--- src/rtl/fetch_ctrl.sv ---
// ---------------------------------------------------------------------------
// fetch_ctrl
//   Fetch-stage controller between the instruction buffer and decode.
//   - Generates the fetch PC (pc_out) and the constant buffer base (base_out).
//   - Tracks the single request in flight through the buffer's one-cycle
//     registered read, and pushes the returned word with its PC into a
//     2-entry queue.
//   - Presents the queue head to decode over a valid/ready handshake.
//   - A redirect flushes the queue, drops the in-flight request and reloads
//     the fetch PC.
//
// Ports
//   clk            : clock, all state updates on the rising edge
//   rst            : asynchronous active-high reset
//   pc_out         : fetch PC to the buffer (copy of the fetch PC register)
//   base_out       : buffer base, constant RESET_PC
//   ins_in         : buffer read data, valid the cycle after its PC was shown
//   redirect_valid : redirect request from execute
//   redirect_pc    : redirect target PC
//   dec_valid      : queue head valid
//   dec_ready      : decode accepts the head
//   dec_ins        : head instruction word
//   dec_pc         : PC of the head instruction
// ---------------------------------------------------------------------------
module fetch_ctrl #(
    parameter logic [31:0] RESET_PC = 32'h0000_0000,
    parameter logic [31:0] PC_STEP  = 32'd1
) (
    input  logic        clk,
    input  logic        rst,
    output logic [31:0] pc_out,
    output logic [31:0] base_out,
    input  logic [31:0] ins_in,
    input  logic        redirect_valid,
    input  logic [31:0] redirect_pc,
    output logic        dec_valid,
    input  logic        dec_ready,
    output logic [31:0] dec_ins,
    output logic [31:0] dec_pc
);

    // Fetch state
    logic [31:0] pc_r;
    logic        inflight_r;
    logic [31:0] inflight_pc_r;

    // Two-entry queue of {pc, ins}
    logic [31:0] q_pc_r  [2];
    logic [31:0] q_ins_r [2];
    logic        rd_ptr_r;
    logic        wr_ptr_r;
    logic [1:0]  count_r;

    // Handshake / control decode
    logic        pop_s;
    logic        push_s;
    logic        issue_s;
    logic [2:0]  occ_s;

    // Pop, push and the credit-based issue decision.
    always_comb begin
        pop_s   = 1'b0;
        push_s  = 1'b0;
        issue_s = 1'b0;
        occ_s   = 3'd0;
        pop_s   = dec_valid & dec_ready & ~redirect_valid;
        push_s  = inflight_r & ~redirect_valid;
        // Occupancy after this cycle's pop counts the in-flight word as
        // already owning a slot, so a returning word always has room.
        // A pop implies count_r >= 1, so this never underflows.
        occ_s   = {1'b0, count_r} + {2'b00, inflight_r} - {2'b00, pop_s};
        if (!redirect_valid && (occ_s < 3'd2)) begin
            issue_s = 1'b1;
        end else begin
            issue_s = 1'b0;
        end
    end

    // Fetch PC and in-flight tracking; redirect has priority over issue.
    always_ff @(posedge clk or posedge rst) begin
        if (rst) begin
            pc_r          <= RESET_PC;
            inflight_r    <= 1'b0;
            inflight_pc_r <= 32'h0000_0000;
        end else if (redirect_valid) begin
            pc_r          <= redirect_pc;
            inflight_r    <= 1'b0;
            inflight_pc_r <= inflight_pc_r;
        end else if (issue_s) begin
            pc_r          <= pc_r + PC_STEP;
            inflight_r    <= 1'b1;
            inflight_pc_r <= pc_r;
        end else begin
            pc_r          <= pc_r;
            inflight_r    <= 1'b0;
            inflight_pc_r <= inflight_pc_r;
        end
    end

    // Queue pointers and occupancy count.
    always_ff @(posedge clk or posedge rst) begin
        if (rst) begin
            rd_ptr_r <= 1'b0;
            wr_ptr_r <= 1'b0;
            count_r  <= 2'd0;
        end else if (redirect_valid) begin
            rd_ptr_r <= 1'b0;
            wr_ptr_r <= 1'b0;
            count_r  <= 2'd0;
        end else begin
            rd_ptr_r <= pop_s  ? ~rd_ptr_r : rd_ptr_r;
            wr_ptr_r <= push_s ? ~wr_ptr_r : wr_ptr_r;
            case ({push_s, pop_s})
                2'b10:   count_r <= count_r + 2'd1;
                2'b01:   count_r <= count_r - 2'd1;
                default: count_r <= count_r;
            endcase
        end
    end

    // Queue storage; words are captured unmodified from the buffer.
    always_ff @(posedge clk or posedge rst) begin
        if (rst) begin
            q_pc_r[0]  <= 32'h0000_0000;
            q_pc_r[1]  <= 32'h0000_0000;
            q_ins_r[0] <= 32'h0000_0000;
            q_ins_r[1] <= 32'h0000_0000;
        end else if (push_s) begin
            q_pc_r[wr_ptr_r]  <= inflight_pc_r;
            q_ins_r[wr_ptr_r] <= ins_in;
        end else begin
            q_pc_r[wr_ptr_r]  <= q_pc_r[wr_ptr_r];
            q_ins_r[wr_ptr_r] <= q_ins_r[wr_ptr_r];
        end
    end

    // Outputs are direct views of registered state.
    assign pc_out    = pc_r;
    assign base_out  = RESET_PC;
    assign dec_valid = (count_r != 2'd0);
    assign dec_ins   = q_ins_r[rd_ptr_r];
    assign dec_pc    = q_pc_r[rd_ptr_r];

endmodule

--- config.mk ---
export PLATFORM = sky130hd
export DESIGN_NAME = fetch_ctrl
export DESIGN_NICKNAME = d
export VERILOG_FILES = /design/src/rtl/fetch_ctrl.sv
export SDC_FILE = /design/constraint.sdc
export NUM_CORES = 1
export LEC_CHECK = 0
export ABC_AREA = 1
export ABC_CLOCK_PERIOD_IN_PS = 7600
export BUFFER_PORTS_ARGS = -buffer_cell sky130_fd_sc_hd__buf_2
export CELL_PAD_IN_SITES_DETAIL_PLACEMENT = 0
export CELL_PAD_IN_SITES_GLOBAL_PLACEMENT = 1
export CORE_ASPECT_RATIO = 0.6
export CORE_MARGIN = 2
export CORE_UTILIZATION = 42
export CTS_BUF_LIST = sky130_fd_sc_hd__clkbuf_8
export CTS_CLUSTER_SIZE = 40
export DETAILED_ROUTE_END_ITERATION = 8
export PLACE_DENSITY_LB_ADDON = 0.1
export SLEW_MARGIN = 15
export SYNTH_ARGS = -nofsm -noshare
export SYNTH_HDL_FRONTEND = slang
export SYNTH_SLANG_ARGS = --single-unit
--- constraint.sdc ---
create_clock -name clk -period 7.6 [get_ports clk]
set_clock_uncertainty 0.2 [all_clocks]
set_input_delay 0.38 -clock clk [delete_from_list [all_inputs] [get_ports clk]]
set_output_delay 0.38 -clock clk [all_outputs]
set_load 0.01 [all_outputs]
# [Yosys cells after proc, flatten, opt, wreduce, memory -nomap -nowiden]
# Cells that the tools add are included.
[totals] register_bits=197 wordCells=69
[op_classes] add_sub_neg=5 mux=31 magnitude_cmp=4 n_bitwise=8 n_reduce_logical=9 n_eq_ne=2
[ops] op="32-bit 2-to-1 mux" n=15
[ops] op="64-bit bitwise mux" n=4
[ops] op="64-bit 2-to-1 mux" n=2
[ops] op="32-bit by 1-bit adder with 32-bit output, second input constant" n=1
[ops] op="32-bit demux with 1-bit select" n=1
[ops] op="2-bit nonzero test" n=4
[ops] op="1-bit 2-to-1 mux" n=7
[ops] op="2-bit greater-or-equal comparator, second input constant" n=2
[ops] op="1-bit inverter with 2-bit output" n=2
[ops] op="2-bit one-hot mux with 2 select lines" n=1
[ops] op="2-bit by 1-bit adder with 3-bit output" n=1
[ops] op="1-bit AND" n=3
[ops] op="3-bit by 2-bit less-than comparator with 1-bit output, second input constant" n=1
[ops] op="1-bit inverter" n=3
[ops] op="3-bit nonzero test" n=1
[ops] op="3-bit by 1-bit subtractor with 3-bit output" n=1
[ops] op="2-bit by 1-bit adder with 2-bit output, second input constant" n=1
[ops] op="2-bit by 1-bit == test with 1-bit output, second input constant" n=1
[ops] op="2-bit == test, second input constant" n=1
[ops] op="1-bit logical AND" n=2
[ops] op="2-bit by 1-bit less-than comparator with 1-bit output, second input constant" n=1
[ops] op="2-bit 2-to-1 mux" n=1
[ops] op="2-bit AND reduction" n=1
[ops] op="2-bit by 1-bit subtractor with 2-bit output, second input constant" n=1
[ops] op="1-bit zero test" n=1

# [Longest topological paths before layout]
# Gate-level depths: netlist (run 1).
[logic_depth] word_depth=9 ltp_mapped=16 ltp_nobuf=15

# [Worst setup path after synthesis (run 1)]
# OpenSTA, ideal clock, no wires.
[synth_path] kind="reg2reg" from="register count_r[1]" to="register inflight_pc_r[10]" required_time_ns=7.270 synth_period_minus_slack_ns=2.824 n_path_buf=2 path_slack_ns=4.776 stages_incl_launch_ff=16 arrival_ns=2.494 path_cell_list="dfrtp_1 -> inv_1 -> nand2_1 -> nand2_1 -> nor2_1 -> ha_1 -> or2_2 -> fa_1 -> inv_1 -> nand2_1 -> nand2_1 -> nand3_2 -> buf_4 -> buf_2 -> nand2_1 -> o21ai_0"
[synth_via] elab_chain_cells=8
[synth_lines] element="start, declared" line="52" rtl="logic [1:0] count_r;"
[synth_lines] element="start signal, assigned" line="114" rtl="2'b10: count_r <= count_r + 2'd1;"
[synth_lines] element="start signal, assigned" line="115" rtl="2'b01: count_r <= count_r - 2'd1;"
[synth_lines] element="start signal, assigned" line="116" rtl="default: count_r <= count_r;"
[synth_lines] element="2-bit nonzero test" line="140" rtl="assign dec_valid = (count_r != 2'd0);"
[synth_lines] element="via dec_valid" line="36" rtl="output logic dec_valid,"
[synth_lines] element="1-bit AND (2 in series)" line="66" rtl="pop_s = dec_valid & dec_ready & ~redirect_valid;"
[synth_lines] element="3-bit by 1-bit subtractor with 3-bit output" line="71" rtl="occ_s = {1'b0, count_r} + {2'b00, inflight_r} - {2'b00, pop_s};"
[synth_lines] element="3-bit by 2-bit less-than comparator with 1-bit output" line="72" rtl="if (!redirect_valid && (occ_s < 3'd2)) begin"
[synth_lines] element="1-bit logical AND" line="72"
[synth_lines] element="1-bit 2-to-1 mux" line="72"
[synth_lines] element="2-bit AND reduction (no line)"
[synth_lines] element="end signal, assigned" line="88" rtl="inflight_pc_r <= inflight_pc_r;"
[synth_lines] element="end signal, assigned" line="92" rtl="inflight_pc_r <= pc_r;"
[synth_lines] element="end signal, assigned" line="96" rtl="inflight_pc_r <= inflight_pc_r;"
[synth_lines] element="end, declared" line="45" rtl="logic [31:0] inflight_pc_r;"
# The timed path passes the listed nets, and every way through them passes these cells.
# A chain may end at the register's enable or synchronous reset.

# [Worst setup path after layout (run 1)]
[layout_path] from="register count_r[1]" to="register pc_r[3] (netlist: pc_out[3])"
[layout_via] elab_chain_cells=8
[layout_lines] element="2-bit nonzero test" line="140"
[layout_lines] element="1-bit AND (2 in series)" line="66"
[layout_lines] element="3-bit by 1-bit subtractor with 3-bit output *" line="71"
[layout_lines] element="3-bit by 2-bit less-than comparator with 1-bit output *" line="72"
[layout_lines] element="1-bit logical AND *" line="72"
[layout_lines] element="1-bit 2-to-1 mux *" line="72"
[layout_lines] element="2-bit nonzero test (no line) *"
[layout_lines] element="end signal, assigned" line="86" rtl="pc_r <= redirect_pc;"
[layout_lines] element="end signal, assigned" line="90" rtl="pc_r <= pc_r + PC_STEP;"
[layout_lines] element="end signal, assigned" line="94" rtl="pc_r <= pc_r;"
[layout_lines] element="end, declared" line="43" rtl="logic [31:0] pc_r;"
# Mark *: on every way between the ends. The rest lies on a longest branch, timed or not.

==> impl_metrics.sql, run 1 <==
INSERT INTO impl_metrics (metric_group, metric, value, unit) VALUES
('drt', 'drcViolationCount', '0', ''),
('drt', 'drt-vias-per-instance', '4.73', ''),
('logic_synthesis', 'synth_fa_ha_area_frac', '0.00465', ''),
('logic_synthesis', 'yosys_warnings', '0', ''),
('logic_synthesis', 'distinct_cell_type_count_after_synthesis', '33', ''),
('finish', 'drive_above_1_share', '0.185', ''),
('finish', 'post_layout_nonfiller_instances', '1663', ''),
('sta', 'grt_setup_unrepaired', 'false', ''),
('floorplan', 'core_area', '22300', 'um^2'),
('global_route', 'grt-ovfl-total', '0', ''),
('floorplan', 'rows', '42', ''),
('logic_synthesis', 'top_cells_by_count_synth', '344 x sky130_fd_sc_hd__nand2_1, 197 x sky130_fd_sc_hd__dfrtp_1, 163 x sky130_fd_sc_hd__o21ai_0, 112 x sky130_fd_sc_hd__inv_1, 72 x sky130_fd_sc_hd__nor2_1', ''),
('clocking', 'root_buffer', 'sky130_fd_sc_hd__clkbuf_8', ''),
('clocking', 'numCtsBuffers', '17', ''),
('drt', 'detail_route.iter0.violations', '506', ''),
('setup_path', 'setup.worst_path.start_class', 'flip-flop', ''),
('drt', 'dr_wl_met2', '10.4', 'mm'),
('pwr', 'combinationalPowerShare', '0.377', ''),
('logic_synthesis', 'yosys.area_share.xor_xnor', '0.00542', ''),
('clocking', 'clk_pin_slew', '110', 'ps'),
('sta', 'tightestPinTransition', '945', 'ps'),
('drt', 'detailroute.wirelength.met3', '1.44', 'mm'),
('clocking', 'clock_sink_count', '197', ''),
('logic_synthesis', 'postSynthRegisterBits', '197', ''),
('setup_path', 'crit_arrival', '3720', 'ps'),
('drt', 'final_antenna_net_count', '0', ''),
('sta', 'smallest_hold_slack', '114', 'ps'),
('pwr', 'sequentialPowerShare', '0.446', ''),
('logic_synthesis', 'synth_top_area_frac', '0.509', ''),
('setup_path', 'startpoint', 'count_r[1]', ''),
('clocking', 'post_cts_resize_count', '0', ''),
('logic_synthesis', 'synth_seq_area_share', '0.509', ''),
('drt', 'total_via_count_in_the_routed_design', '7874', ''),
('pwr', 'p_switching', '1640', 'uW'),
('clocking', 'cts_hold_buffers', '65', ''),
('clocking', 'tritoncts_clock_tree', 'done', ''),
('finish', 'antenna_cells_inserted', '0', ''),
('logic_synthesis', 'netlist_top_cells_area', 'sky130_fd_sc_hd__dfrtp_1 51%, sky130_fd_sc_hd__nand2_1 13%, sky130_fd_sc_hd__o21ai_0 8.4%, sky130_fd_sc_hd__inv_1 4.3%, sky130_fd_sc_hd__mux2_1 3.8%', ''),
('drt', 'routed_wirelength', '24.7', 'mm'),
('sta', 'final.period_utilization', '0.474', ''),
('sta', 'finalSetupViolCount', '0', ''),
('pwr', 'internal_power_summed_over_all_cells', '2270', 'uW'),
('sta', 'timing.final.crit_period', '3600', 'ps'),
('sta', 'setup_total_negative_slack', '0', 'ps'),
('clocking', 'max-clock-path-buffers', '2', ''),
('clocking', 'htreeDepth', '4', ''),
('worst_hold_path', 'timing.hold.worst.class', 'input pin to flip-flop', ''),
('placed_design', 'placedCellCount', '1565', ''),
('global_route', 'grt_antenna_before_repair', '0', ''),
('drt', 'topRoutingLayerUsed', 'met4', ''),
('logic_synthesis', 'synth_area', '9690', 'um^2'),
('setup_path', 'crit_fanout', '16', ''),
('finish', 'utilization', '0.518', ''),
('pwr', 'power.total', '3900', 'uW'),
('clocking', 'cts_setup_buffers', '0', ''),
('logic_synthesis', 'synth_edf_count', '0', ''),
('logic_synthesis', 'synth.most_common_cell', 'sky130_fd_sc_hd__nand2_1', ''),
('sta', 'final_hold_vios', '0', ''),
('logic_synthesis', 'largest_family_of_logic_cells_by_synthesized_area', 'simple AND/OR/NAND/NOR gates', ''),
('setup_path', 'critPathCaptureType', 'flip-flop', ''),
('worst_hold_path', 'hold_path_startpoint', 'dec_ready', ''),
('logic_synthesis', 'synth_ff_type', 'sky130_fd_sc_hd__dfrtp_1', ''),
('placed_design', 'routabilityCongestion', '0.824', ''),
('pwr', 'netSwitchingFraction', '0.420', ''),
('placed_design', 'dp_hpwl', '16.7', 'mm'),
('floorplan', 'start_util', '0.434', ''),
('run_status', 'run_status', 'complete, no violations', ''),
('global_route', 'grt_start_max_net_pins', '125', ''),
('finish', 'layout.nets', '1413', ''),
('pwr', 'total_leakage_power', '0.00575', 'uW'),
('logic_synthesis', 'post-synth-top-area-cell', 'sky130_fd_sc_hd__dfrtp_1', '');
==> cells in the final DEF (no fill, tap or decap), types with 5 or more instances in the layout <==
master / count
sky130_fd_sc_hd__nand2_1: 344
sky130_fd_sc_hd__dfrtp_1: 196
sky130_fd_sc_hd__buf_2: 164
sky130_fd_sc_hd__o21ai_0: 163
sky130_fd_sc_hd__inv_1: 112
sky130_fd_sc_hd__nor2_1: 71
sky130_fd_sc_hd__dlygate4sd3_1: 65
sky130_fd_sc_hd__nand3_1: 48
sky130_fd_sc_hd__mux2_1: 33
sky130_fd_sc_hd__conb_1: 32
sky130_fd_sc_hd__mux2_2: 31
sky130_fd_sc_hd__clkbuf_8: 18
sky130_fd_sc_hd__nand3b_1: 15
sky130_fd_sc_hd__o21ai_1: 7
sky130_fd_sc_hd__o211ai_1: 5
sky130_fd_sc_hd__inv_6: 5
sky130_fd_sc_hd__buf_4: 5
==> worst max-delay path: stages (launching register included) <==
cell and delay, ps:
sky130_fd_sc_hd__dfrtp_1 440, sky130_fd_sc_hd__inv_1 120, sky130_fd_sc_hd__nand2_1 100, sky130_fd_sc_hd__nand2_1 130
sky130_fd_sc_hd__nor2_1 70, sky130_fd_sc_hd__ha_1 290, sky130_fd_sc_hd__or2_2 300, sky130_fd_sc_hd__fa_1 380
sky130_fd_sc_hd__inv_1 70, sky130_fd_sc_hd__nand2_1 50, sky130_fd_sc_hd__nand2_1 100, sky130_fd_sc_hd__nand2_2 230
sky130_fd_sc_hd__nand2_1 480, sky130_fd_sc_hd__inv_1 260, sky130_fd_sc_hd__nand2_1 110, sky130_fd_sc_hd__o211ai_1 90
==> metrics by stage <==
step | instance area [um^2] | setup WS, ps
after floorplan | 9810 | 1650
after global placement | 10500 | 3850
after detailed placement | 10500 | 3790
after CTS | 11500 | 4000
after global routing | 11600 | 3640
final | 11600 | 4000
==> state kept, by name, indices dropped and copies added, names as in the netlist <==
name	count
pc_out	32
wr_ptr_r	1
q_ins_r	64
inflight_pc_r	32
count_r	2
inflight_r	1
rd_ptr_r	1
q_pc_r	64
==> cells by family after synthesis <==
kind of cell    after synthesis
mux                          64
compound gates              178
simple gates                494
buf+inv                     200
fa+ha+maj                     3
other cells                   1
xor+xnor                      6
flops                       197
==> layer usage <==
| layer | up-vias | global-route usage |
|---|---|---|
| met1 | 3695 | 0.324 |
| met2 | 200 | 0.306 |
| met4 | 0 | 0.0491 |
| met3 | 16 | 0.0435 |
| li1 | 3963 | - |
| met5 | - | 0 |
==> area by class of cell <==
class / count / area, um^2
multi-input combinational: 777 / 3890
inverter: 114 / 438
fill: 2199 / 10800
tap: 308 / 385
clock inverter: 14 / 141
timing repair buffer: 235 / 1540
sequential: 197 / 4930
clock buffer: 18 / 248
==> power by group through the flow <==
stage,registers (uW),clock network (uW),logic (uW)
after global placement,1760,0,1440
after detailed placement,1760,0,1460
final,1740,691,1470
after floorplan,1680,0,992
after CTS,1740,711,1490
after global routing,1800,752,1690
==> final timing paths <==
check                      depth (start not counted)  slack, ps          end
max reg2reg                                       15       4000    pc_out[3]
max                                               15       4000    pc_out[3]
min in group asynchronous                          3        420  q_ins_r[59]
min                                                4        110     rd_ptr_r
max in group asynchronous                          4       5310    q_pc_r[1]
min reg2reg                                        1        290  q_ins_r[15]
Note: power is estimated with default switching activity, not from simulation.
==> run 2, diff against run 1 <==
--- a/config.mk
+++ b/config.mk
@@ -6,7 +6,7 @@
 export NUM_CORES = 1
 export LEC_CHECK = 0
 export ABC_AREA = 1
-export ABC_CLOCK_PERIOD_IN_PS = 7600
+export ABC_CLOCK_PERIOD_IN_PS = 3600
 export BUFFER_PORTS_ARGS = -buffer_cell sky130_fd_sc_hd__buf_2
 export CELL_PAD_IN_SITES_DETAIL_PLACEMENT = 0
 export CELL_PAD_IN_SITES_GLOBAL_PLACEMENT = 1
==> constraint.sdc (replaced) <==
create_clock -name clk -period 3.6 [get_ports clk]
set_clock_uncertainty 0.2 [all_clocks]
set_input_delay 0.18 -clock clk [delete_from_list [all_inputs] [get_ports clk]]
set_output_delay 0.18 -clock clk [all_outputs]
set_load 0.01 [all_outputs]
==> impl_metrics.sql, run 2 (synthesized netlist as in run 1, its figures left out) <==
INSERT INTO impl_metrics (metric_group, metric, value, unit) VALUES
('run_status', 'run_status', 'complete, no violations', ''),
('floorplan', 'rows', '42', ''),
('sta', 'setup_total_negative_slack', '0', 'ps'),
('finish', 'post_route_cell_area', '11700', 'um^2'),
('clocking', 'clk_pin_slew', '100', 'ps'),
('pwr', 'internal_power_summed_over_all_cells', '4870', 'uW'),
('sta', 'tightestPinTransition', '650', 'ps'),
('pwr', 'netSwitchingFraction', '0.410', ''),
('drt', 'drt-vias-per-instance', '4.67', ''),
('setup_path', 'timing_worst_setup_path_type', 'flip-flop to flip-flop', ''),
('pwr', 'combinationalPowerShare', '0.381', ''),
('clocking', 'cts_hold_buffers', '67', ''),
('pwr', 'p_switching', '3390', 'uW'),
('clocking', 'tritoncts_clock_tree', 'done', ''),
('pwr', 'ir_worst_vdd', '0.301', 'mV'),
('drt', 'dr_wl_met2', '10.4', 'mm'),
('sta', 'timing.final.crit_period', '3130', 'ps'),
('clocking', 'numCtsBuffers', '17', ''),
('floorplan', 'number_of_i_o_pins', '197', ''),
('clocking', 'post_cts_resize_count', '0', ''),
('pwr', 'sequentialPowerShare', '0.446', ''),
('floorplan', 'core_area', '22300', 'um^2'),
('global_route', 'grt_util_all_layers', '0.213', ''),
('placed_design', 'pre_cts_ws', '479', 'ps'),
('drt', 'final_antenna_net_count', '0', ''),
('global_route', 'grt_pass1_wl', '40.1', 'mm'),
('placed_design', 'placedInstanceArea', '10700', 'um^2'),
('clocking', 'root_buffer', 'sky130_fd_sc_hd__clkbuf_8', ''),
('placed_design', 'dp_hpwl', '17.0', 'mm'),
('drt', 'detail_route.iter0.violations', '472', ''),
('run', 'maxCapViolations', '0', ''),
('clocking', 'cts_setup_buffers', '0', ''),
('setup_path', 'crit_arrival', '3270', 'ps'),
('clocking', 'clock_sink_count', '197', ''),
('sta', 'final_critical_path_setup_slack', '472', 'ps'),
('setup_path', 'crit_family', 'simple AND/OR/NAND/NOR gates', ''),
('setup_path', 'setup.worst_path.start_class', 'flip-flop', ''),
('pwr', 'share_clk_of_total_power', '0.173', ''),
('global_route', 'grt-ovfl-total', '0', ''),
('finish', 'nFillCells', '2145', ''),
('sta', 'achievable-frequency', '320', 'MHz'),
('setup_path', 'critical_path.most_common_cell', 'sky130_fd_sc_hd__nand2_1', ''),
('drt', 'route.detailed.wl_per_inst', '14.8', 'um'),
('setup_path', 'critPathCaptureType', 'flip-flop', ''),
('sta', 'smallest_hold_slack', '81.4', 'ps'),
('placed_design', 'routabilityCongestion', '0.860', ''),
('finish', 'most-common-layout-cells', '344 x sky130_fd_sc_hd__nand2_1, 196 x sky130_fd_sc_hd__dfrtp_1, 164 x sky130_fd_sc_hd__buf_2', ''),
('sta', 'worst_slew_margin_rel', '0.567', ''),
('floorplan', 'die-height', '122', 'um'),
('floorplan', 'die-area', '24300', 'um^2'),
('global_route', 'grt_start_max_net_pins', '99', ''),
('drt', 'total_via_count_in_the_routed_design', '7821', ''),
('drt', 'topRoutingLayerUsed', 'met4', ''),
('setup_path', 'crit_slowest_cell', 'sky130_fd_sc_hd__dfrtp_1', ''),
('pwr', 'total_leakage_power', '0.00582', 'uW'),
('drt', 'detailroute.wirelength.met3', '1.29', 'mm'),
('setup_path', 'timing.reg2reg.setup_slack', '470', 'ps'),
('sta', 'grt_setup_unrepaired', 'false', ''),
('clocking', 'max-clock-path-buffers', '2', ''),
('drt', 'routed_wirelength', '24.7', 'mm'),
('sta', 'final.period_utilization', '0.869', ''),
('finish', 'largest_regs', 'q_ins_r (64), q_pc_r (64)', ''),
('finish', 'layout.nets', '1425', ''),
('placed_design', 'count_of_port_buffers_added_during_placement', '164', ''),
('finish', 'syn2layout_area_growth', '21.1', '%'),
('clocking', 'htreeDepth', '4', ''),
('drt', 'drcViolationCount', '0', ''),
('finish', 'utilization', '0.526', ''),
('sta', 'final_hold_vios', '0', ''),
('global_route', 'first_global_vias', '7473', ''),
('finish', 'antenna_cells_inserted', '0', ''),
('setup_path', 'cp_data_required_time', '3750', 'ps'),
('drt', 'met1Wirelength', '12.8', 'mm'),
('floorplan', 'dieWidth', '200', 'um'),
('setup_path', 'max_incr_delay_on_cp', '420', 'ps'),
('drt', 'drt_first_pass_iters', '5', ''),
('sta', 'finalMaxSlewViolations', '0', ''),
('setup_path', 'crit_fanout', '9', ''),
('worst_hold_path', 'timing.hold.worst.class', 'input pin to async pin', ''),
('floorplan', 'start_util', '0.434', ''),
('setup_path', 'path_cells', 'inv_1 -> nand2_1 -> nand2_1 -> nor2_1 -> ha_1 -> or2_2 -> fa_1 -> inv_1 -> nand2_1 -> nand2_1 -> nand2_2 -> nand2_1 -> inv_1 -> nand2_1 -> o211ai_1', ''),
('global_route', 'grt_antenna_before_repair', '0', ''),
('finish', 'drive_above_1_share', '0.191', ''),
('clocking', 'insertion_delay', '470', 'ps'),
('finish', 'final_common_cell', 'sky130_fd_sc_hd__nand2_1', ''),
('setup_path', 'timing.critical_path.buf_inv', '3', ''),
('pwr', 'power-per-cell-area', '703', 'nW/um^2'),
('sta', 'finalSetupViolCount', '0', '');
==> run 2: layout make-up <==
class,instances,area [um^2],area share
Timing Repair Buffer,247,1700,0.145
Clock buffer,21,289,0.0246
Tap cell,308,385,0.0328
Sequential cell,197,4930,0.420
Clock inverter,11,101,0.00863
Inverter,114,434,0.0370
Multi-Input combinational cell,777,3890,0.332
==> run 2: final timing paths <==
| kind | from | end | depth (start not counted) |
|---|---|---|---|
| max | count_r[1] | pc_out[3] | 15 |
| min | rst | q_ins_r[60] | 3 |
| max reg2reg | count_r[1] | pc_out[3] | 15 |
| min reg2reg | q_pc_r[11] | q_pc_r[11] | 1 |
| max in group asynchronous | rst | q_pc_r[5] | 5 |
| min in group clk | redirect_pc[5] | pc_out[5] | 4 |
==> run 2: through the flow <==
stage | power (uW) | cells
2_1_floorplan | 5640 | 1174
3_3_place_gp | 6800 | 1575
3_5_place_dp | 6850 | 1575
4_1_cts | 8360 | 1674
5_1_grt | 8970 | 1675
6_report | 8250 | 1675
==> run 2: per-layer routing <==
metal  vias up  GRT usage
met2       191      0.310
met3        13     0.0357
met1      3638      0.329
li1       3979          -
met5         -          0
met4         0     0.0500
==> run 2: power by group through the flow <==
stage          logic (uW)  clock network (uW)  registers (uW)
2_1_floorplan        2090                   0            3540
3_3_place_gp         3090                   0            3710
3_5_place_dp         3120                   0            3730
4_1_cts              3180                1490            3690
5_1_grt              3610                1560            3810
6_report             3140                1430            3680
==> run 2: worst min-delay path, cell delays in order <==
cell,delay [ps]
sky130_fd_sc_hd__dlygate4sd3_1,530
sky130_fd_sc_hd__buf_2,130
sky130_fd_sc_hd__clkinvlp_4,340
